`src/rtl/fence_flush_sequencer.sv`:
```
// Post-commit flush sequencer for fence / fence.i / sfence.vma: data-cache flush
// handshake with bounded wait, then I$/TLB/pipeline pulses, then commit-PC redirect.
module fence_flush_sequencer #(
    parameter logic        DCACHE_FLUSH_EN = 1'b1,
    parameter int unsigned ACK_TIMEOUT     = 1023
) (
    input  logic clk_i,
    input  logic rst_i,
    input  logic fence_i,
    input  logic fence_i_i,
    input  logic sfence_vma_i,
    output logic flush_dcache_o,
    input  logic flush_dcache_ack_i,
    output logic flush_icache_o,
    output logic flush_tlb_o,
    output logic flush_pipeline_o,
    output logic set_pc_commit_o,
    output logic halt_o,
    output logic done_o,
    output logic timeout_o
);

    // Width is forced to at least one bit so ACK_TIMEOUT = 0 still elaborates.
    localparam int CNT_W = (ACK_TIMEOUT > 0) ? $clog2(ACK_TIMEOUT + 1) : 1;
    localparam logic [CNT_W-1:0] CNT_LAST = CNT_W'((ACK_TIMEOUT > 0) ? ACK_TIMEOUT - 1 : 0);
    localparam logic [CNT_W-1:0] CNT_MAX  = '1;

    typedef enum logic [1:0] {
        ST_IDLE,
        ST_DCACHE,
        ST_FLUSH,
        ST_COMMIT
    } state_t;

    state_t           state_reg;
    logic [CNT_W-1:0] wait_cnt_reg;
    logic             need_ic_reg;
    logic             need_tlb_reg;
    logic             flush_dcache_reg;
    logic             flush_icache_reg;
    logic             flush_tlb_reg;
    logic             flush_pipeline_reg;
    logic             set_pc_commit_reg;
    logic             halt_reg;
    logic             done_reg;
    logic             timeout_reg;

    logic req_any;
    logic req_dc;
    logic timeout_hit;

    assign req_any     = fence_i | fence_i_i | sfence_vma_i;
    assign req_dc      = (fence_i | fence_i_i) & DCACHE_FLUSH_EN;
    assign timeout_hit = (ACK_TIMEOUT != 0) && (wait_cnt_reg == CNT_LAST);

    always_ff @(posedge clk_i or posedge rst_i) begin
        if (rst_i) begin
            state_reg          <= ST_IDLE;
            wait_cnt_reg       <= '0;
            need_ic_reg        <= 1'b0;
            need_tlb_reg       <= 1'b0;
            flush_dcache_reg   <= 1'b0;
            flush_icache_reg   <= 1'b0;
            flush_tlb_reg      <= 1'b0;
            flush_pipeline_reg <= 1'b0;
            set_pc_commit_reg  <= 1'b0;
            halt_reg           <= 1'b0;
            done_reg           <= 1'b0;
            timeout_reg        <= 1'b0;
        end else begin
            // Single-cycle strobes default low and are raised only on the entering edge.
            flush_icache_reg   <= 1'b0;
            flush_tlb_reg      <= 1'b0;
            flush_pipeline_reg <= 1'b0;
            set_pc_commit_reg  <= 1'b0;
            done_reg           <= 1'b0;

            case (state_reg)
                ST_IDLE: begin
                    if (req_any) begin
                        need_ic_reg  <= fence_i_i;
                        need_tlb_reg <= sfence_vma_i;
                        timeout_reg  <= 1'b0;
                        wait_cnt_reg <= '0;
                        halt_reg     <= 1'b1;
                        if (req_dc) begin
                            state_reg        <= ST_DCACHE;
                            flush_dcache_reg <= 1'b1;
                        end else begin
                            state_reg          <= ST_FLUSH;
                            flush_icache_reg   <= fence_i_i;
                            flush_tlb_reg      <= sfence_vma_i;
                            flush_pipeline_reg <= 1'b1;
                        end
                    end
                end

                ST_DCACHE: begin
                    if (wait_cnt_reg != CNT_MAX) begin
                        wait_cnt_reg <= wait_cnt_reg + 1'b1;
                    end
                    // An ack coinciding with the last wait cycle counts as success.
                    if (flush_dcache_ack_i || timeout_hit) begin
                        state_reg          <= ST_FLUSH;
                        flush_dcache_reg   <= 1'b0;
                        flush_icache_reg   <= need_ic_reg;
                        flush_tlb_reg      <= need_tlb_reg;
                        flush_pipeline_reg <= 1'b1;
                        timeout_reg        <= ~flush_dcache_ack_i;
                    end
                end

                ST_FLUSH: begin
                    state_reg         <= ST_COMMIT;
                    set_pc_commit_reg <= 1'b1;
                    done_reg          <= 1'b1;
                end

                ST_COMMIT: begin
                    state_reg    <= ST_IDLE;
                    halt_reg     <= 1'b0;
                    need_ic_reg  <= 1'b0;
                    need_tlb_reg <= 1'b0;
                end

                default: begin
                    state_reg        <= ST_IDLE;
                    halt_reg         <= 1'b0;
                    flush_dcache_reg <= 1'b0;
                end
            endcase
        end
    end

    assign flush_dcache_o   = flush_dcache_reg;
    assign flush_icache_o   = flush_icache_reg;
    assign flush_tlb_o      = flush_tlb_reg;
    assign flush_pipeline_o = flush_pipeline_reg;
    assign set_pc_commit_o  = set_pc_commit_reg;
    assign halt_o           = halt_reg;
    assign done_o           = done_reg;
    assign timeout_o        = timeout_reg;

endmodule

```
`config.mk`:
```
export PLATFORM = sky130hd
export DESIGN_NAME = fence_flush_sequencer
export DESIGN_NICKNAME = d
export VERILOG_FILES = /design/src/rtl/fence_flush_sequencer.sv
export SDC_FILE = /design/constraint.sdc
export NUM_CORES = 1
export LEC_CHECK = 0
export CAP_MARGIN = 10
export CORE_ASPECT_RATIO = 0.9
export CORE_MARGIN = 5
export CORE_UTILIZATION = 55
export CTS_BUF_LIST = sky130_fd_sc_hd__clkbuf_2
export DETAILED_ROUTE_END_ITERATION = 8
export GPL_TIMING_DRIVEN = 0
export HOLD_SLACK_MARGIN = 0.03
export PLACE_DENSITY = 0.78
export REMOVE_ABC_BUFFERS = 1
export SYNTH_ARGS = -nofsm -noshare
export SYNTH_HDL_FRONTEND = slang
export SYNTH_SLANG_ARGS = --single-unit
```
`constraint.sdc`:
```
create_clock -name clk_i -period 2.3 [get_ports clk_i]
set_input_delay 0.46 -clock clk_i [delete_from_list [all_inputs] [get_ports clk_i]]
set_output_delay 0.46 -clock clk_i [all_outputs]
set_load 0.02 [all_outputs]
```
* Yosys cells after proc, flatten, opt, wreduce, memory -nomap -nowiden
Index checks and enable logic that the tools add are counted.
** Storage, ports and cells
- Flip-flop bits (word level) :: 21
- Bits of input ports :: 6
- Output and inout port bits :: 8
- Word-level logic and storage cells :: 66
** Cells by class
- Eq/ne operators :: 9
- Reduce and logical (&&, ||, !) cells :: 9
- Multiplexer cells :: 33
- Add/subtract/negate cells :: 1
- Bitwise gates (word level) :: 3
** Operator list (count)
- two-way mux 10 bit :: 2
- one-hot mux 10 bit (2 select lines) :: 1
- two-way mux 1 bit :: 18
- one-hot mux 1 bit (2 select lines) :: 8
- adder 10 x 1 -> 10 bit (second input constant) :: 1
- equality test 10 bit (second input constant) :: 1
- inequality test 10 bit (second input constant) :: 1
- inequality test 2 bit (second input constant) :: 4
- one-hot mux 2 bit (4 select lines) :: 1
- two-way mux 2 bit :: 3
- AND reduction 3 bit :: 2
- equality test 2 bit (second input constant) :: 2
- AND reduction 2 bit :: 2
- AND reduction 4 bit :: 1
- nonzero test 2 bit :: 2
- equality test 2 x 1 -> 1 bit (second input constant) :: 1
- zero test 2 bit :: 1
- bitwise OR 1 bit :: 2
- logical OR 1 bit :: 1
- NOT 1 bit :: 1

* Depth between registers and ports, before layout
- Depth after elaboration :: 4
- Mapped depth :: 8
- Gate-level depth less buffers :: 6

* Least setup slack after synthesis
Ideal clock, no wire load.
- Path type :: register -> register
- Start point :: register state_reg[0]
- End point :: register wait_cnt_reg[1]
- Buffers on the path :: 2
- Period minus slack after synthesis :: 1726 ps
- Cell stages (with the launch flop) :: 9
- Arrival :: 1616 ps
- Library setup time :: 110 ps
- Slack :: 574 ps
- Data required time :: 2190 ps
- Cells stage by stage :: dfrtp_1 inv_1 ha_1 buf_6 or4b_1 buf_4 o21ai_4 a22oi_1 o41ai_1
** On the way
- Word-level cells in the longest chain between the ends :: 3
- Elaborated cells between the ends (all ways) :: 7
- Classes of those cells :: eq/ne: 3; mux: 1; reduce/logical: 3
** RTL lines
- start: declaration :: RTL line 35 : state_t state_reg;
- start signal: assignment :: RTL line 58 : state_reg <= ST_IDLE;
- start signal: assignment :: RTL line 87 : state_reg <= ST_DCACHE;
- start signal: assignment :: RTL line 90 : state_reg <= ST_FLUSH;
- equality test 2 x 1 -> 1 bit or zero test 2 bit (tied branches) :: RTL line 78 : case (state_reg)
- inequality test 2 bit (no line) or nonzero test 2 bit (tied branches)
- AND reduction 3 bit (no line)
- end signal: assignment :: RTL line 100 : wait_cnt_reg <= wait_cnt_reg + 1'b1;
- end: declaration :: RTL line 36 : logic [CNT_W-1:0] wait_cnt_reg;
Parallel ways exist; a longest one is shown, timed or not.
A chain may end at the register's enable or synchronous reset.

* Final worst setup path
Same ends and word-level chain as after synthesis.

==> flow_summary.toml <==
[clocking]
cts.clk_slew.worst_paths_ps = 190
cts.path.max_buffers = 2
clk_latency_ps = 320
cts.sinks = 21
cts_tree = "done"
clk_root_buffer_cell = "sky130_fd_sc_hd__clkbuf_2"
htree_num_levels = 1
cts_made_buffers = 3
hold_fix_buffers_at_cts = 0

[sta]
clock_skew_ps = 10.53
report.final.setup_viol = 0
finalCritPeriodShare_pct = 89.52
maxSlewHeadroom_pct = 47.55
finalCriticalPeriod_ps = 2059
tightest_slew_ps = 785.9
final-hold-violation-count = 0
maxClockFrequency_mhz = 485.7
totalNegativeSetupSlack_ps = 0
grt_setup_unrepaired = "false"
timing_max_transition_violations_final = 0

[floorplan]
die_area_um2 = 3341
die_y_um = 55.34
rows = 16
initial_core_util_pct = 57.57
ios = 14
floorplan.core_area_um2 = 2182
chipWidth_um = 60.38

[synth]
synth_cells = 125
proportion_of_synthesized_flip_flops_having_asynchronous_set_or_reset_pct = 100.0
syn-mean-instance-area_um2 = 10.05
synth-edff-count = 0
synth_cell_type_count = 46
yosys_warnings = 0
yosys_most_used_dff = "sky130_fd_sc_hd__dfrtp_1"
ys_seq_area_share_pct = 41.83
synthesis.area_um2 = 1256
synth_seq_cells = 21

[layout]
area_growth_pct = 12.05
final_util_pct = 64.51
layout.cell_area.non_filler_um2 = 1408
most_frequent_cells_in_the_layout = "sky130_fd_sc_hd__dfrtp_1 (21), sky130_fd_sc_hd__nand2_1 (13), sky130_fd_sc_hd__clkdlybuf4s50_1 (13)"
most_frequent_standard_cell_in_the_layout_excluding_fill_and_tap_cells = "sky130_fd_sc_hd__dfrtp_1"
drive_gt1_share_pct = 13.87
num_antenna_cells = 0
nNetsFinal = 150
largest_reg_flops = 10

[drt]
drtPass1Iterations = 4
via_count = 999
postRouteWirelength_um = 2618
dr.first_iter.drc_count = 53
route.detailed.wl_per_inst_um = 15.96
route.antenna.remaining_nets = 0
drt_drc_violations_left = 0
vias_per_cell = 6.091

[critical_path]
cpPeakStageDelay_ps = 610
critPathMaxFanout = 9
critical_path_arrival_ps = 2300
critPathSlowestCell = "sky130_fd_sc_hd__or4b_1"
critPathKind = "reg2reg"
worst_r2r_startpoint = "state_reg[0]$_DFFE_PP0P_"
crit_buf_inv = 1
dominant_delay_contributor_by_cell_family_on_the_critical_path = "simple AND/OR/NAND/NOR gates"
critPathRequiredTime_ps = 2540
critical_path.reg2reg.endpoint = "wait_cnt_reg[1]$_DFFE_PP0P_"
timing.critical_path.from_type = "register"
end_kind = "register"
crit_path_cell_trace = "inv_1 -> ha_1 -> or4b_1 -> o21ai_4 -> a22oi_1 -> o41ai_1"
worstRegToRegCells = 6
setup_slack_of_the_most_critical_reg_to_reg_path_ps = 240

[global_routing]
global_route_wire_length_before_repair_um = 4367
grt_start_max_net_pins = 22
grt_use_total_pct = 17.28
overflow = 0
number_of_global_route_vias_before_repair = 951
initial_antenna_violation_count = 0

[pwr]
power.density_nw_per_um2 = 1001
vdd_ir_drop_max_v = 0.001079
leakagePower_nw = 0.5645

[place]
globalplace.congestion = 0.8935
detailedPlacementHpwl_um = 1960
buffer_ports.inserted = 13
postPlaceCellArea_um2 = 1385

[hold_path]
tightest_hold_check_type = "reg2reg"
timing.hold.worst_path_depth = 2
min-delay-start = "halt_o$_DFFE_PP0P_"
timing.hold.worst_endpoint = "halt_o$_DFFE_PP0P_"

[flow_run]
maxCapViolCount = 0

[run_status]
run_status = "finished, final reports clean"
[worst register-to-register path: cells and delay by family (launching register included)]
family	cells	cell delay [ps]
compound gates	3	440
fa+ha+maj	1	370
buf+inv	1	110
flops	1	470
simple gates	1	610
[layer usage]
layer / part of all wire [%] / vias up / wire length, µm / GRT usage, %
met3: 5.3 / 4 / 140 / 4.662
met1: 49 / 479 / 1272 / 25.33
li1: - / 489 / - / -
met5: 0 / - / 0 / 0
met2: 45 / 27 / 1180 / 23.92
met4: 0.88 / 0 / 23 / 6.329
[through the flow]
| step | cells | setup slack [ps] | hold slack (ps) | total power [mW] |
|---|---|---|---|---|
| after CTS | 164 | 116.8 | 523.9 | 1.405 |
| after detailed placement | 160 | 96.22 | 484.0 | 1.251 |
| after global placement | 160 | 148.6 | 463.1 | 1.217 |
| after global routing | 164 | 139.4 | 543.1 | 1.517 |
| after floorplan | 120 | 515.7 | 436.5 | 1.017 |
| final | 164 | 241.1 | 515.4 | 1.409 |
[cell type report]
| cell class | instances | area (µm²) |
|---|---|---|
| flip-flops and latches | 21 | 525.5 |
| well taps | 27 | 33.78 |
| repair buffers | 13 | 130.1 |
| inverters | 7 | 26.28 |
| clock buffers | 4 | 20.02 |
| fillers | 189 | 774.5 |
| multi-input cells | 92 | 671.9 |
[Yosys cell counts (2+ instances only)]
master | count | share of area, %
sky130_fd_sc_hd__dfrtp_1 | 21 | 42
sky130_fd_sc_hd__nand2_1 | 13 | 3.9
sky130_fd_sc_hd__nor2_1 | 10 | 3.0
sky130_fd_sc_hd__a21oi_1 | 9 | 3.6
sky130_fd_sc_hd__nand3_1 | 8 | 3.2
sky130_fd_sc_hd__inv_1 | 7 | 2.1
sky130_fd_sc_hd__ha_1 | 6 | 6.0
sky130_fd_sc_hd__a211oi_2 | 2 | 2.0
sky130_fd_sc_hd__a21oi_2 | 2 | 1.4
sky130_fd_sc_hd__a22o_1 | 2 | 1.4
sky130_fd_sc_hd__a22oi_1 | 2 | 1.2
sky130_fd_sc_hd__and2_1 | 2 | 1.0
sky130_fd_sc_hd__buf_4 | 2 | 1.2
sky130_fd_sc_hd__nor3_2 | 2 | 1.6
sky130_fd_sc_hd__o21ai_0 | 2 | 0.80
sky130_fd_sc_hd__o22ai_1 | 2 | 1.0
sky130_fd_sc_hd__o31ai_1 | 2 | 1.2
sky130_fd_sc_hd__o41ai_1 | 2 | 1.4
sky130_fd_sc_hd__or4b_1 | 2 | 1.6
[cell families (layout without fill, tap and decap cells)]
family | Yosys count | in the layout | synth area share (%)
fa+ha+maj | 6 | 6 | 5.976
flops | 21 | 21 | 41.83
mux | 1 | 1 | 0.7968
simple gates | 46 | 46 | 20.92
compound gates | 39 | 39 | 25.60
buf+inv | 12 | 24 | 4.880
[power by group]
part	internal (mW)	switching (mW)	total [mW]
Sequential	0.459	0.0832	0.542
Combinational	0.278	0.434	0.713
Clock	0.0460	0.109	0.155
[worst max path at each step]
stage	slack, ps	cells past startpoint	start	to
after global placement	150	5	sfence_vma_i	wait_cnt_reg[1]$_DFFE_PP0P_
after global routing	140	6	state_reg[0]$_DFFE_PP0P_	wait_cnt_reg[1]$_DFFE_PP0P_
after CTS	120	6	state_reg[1]$_DFFE_PP0P_	wait_cnt_reg[2]$_DFFE_PP0P_
after floorplan	520	6	state_reg[0]$_DFFE_PP0P_	wait_cnt_reg[1]$_DFFE_PP0P_
final	240	6	state_reg[0]$_DFFE_PP0P_	wait_cnt_reg[1]$_DFFE_PP0P_
after detailed placement	100	5	sfence_vma_i	wait_cnt_reg[1]$_DFFE_PP0P_
[repair_timing]
| action | 4_1_cts | 5_1_grt |
|---|---|---|
| setup buffers | 0 | 0 |
| hold endpoints to repair | 0 | 0 |
| resized for setup | 0 | 1 |
| setup endpoints to repair | 0 | 2 |
No activity file was read; power rests on OpenSTA's default activity.
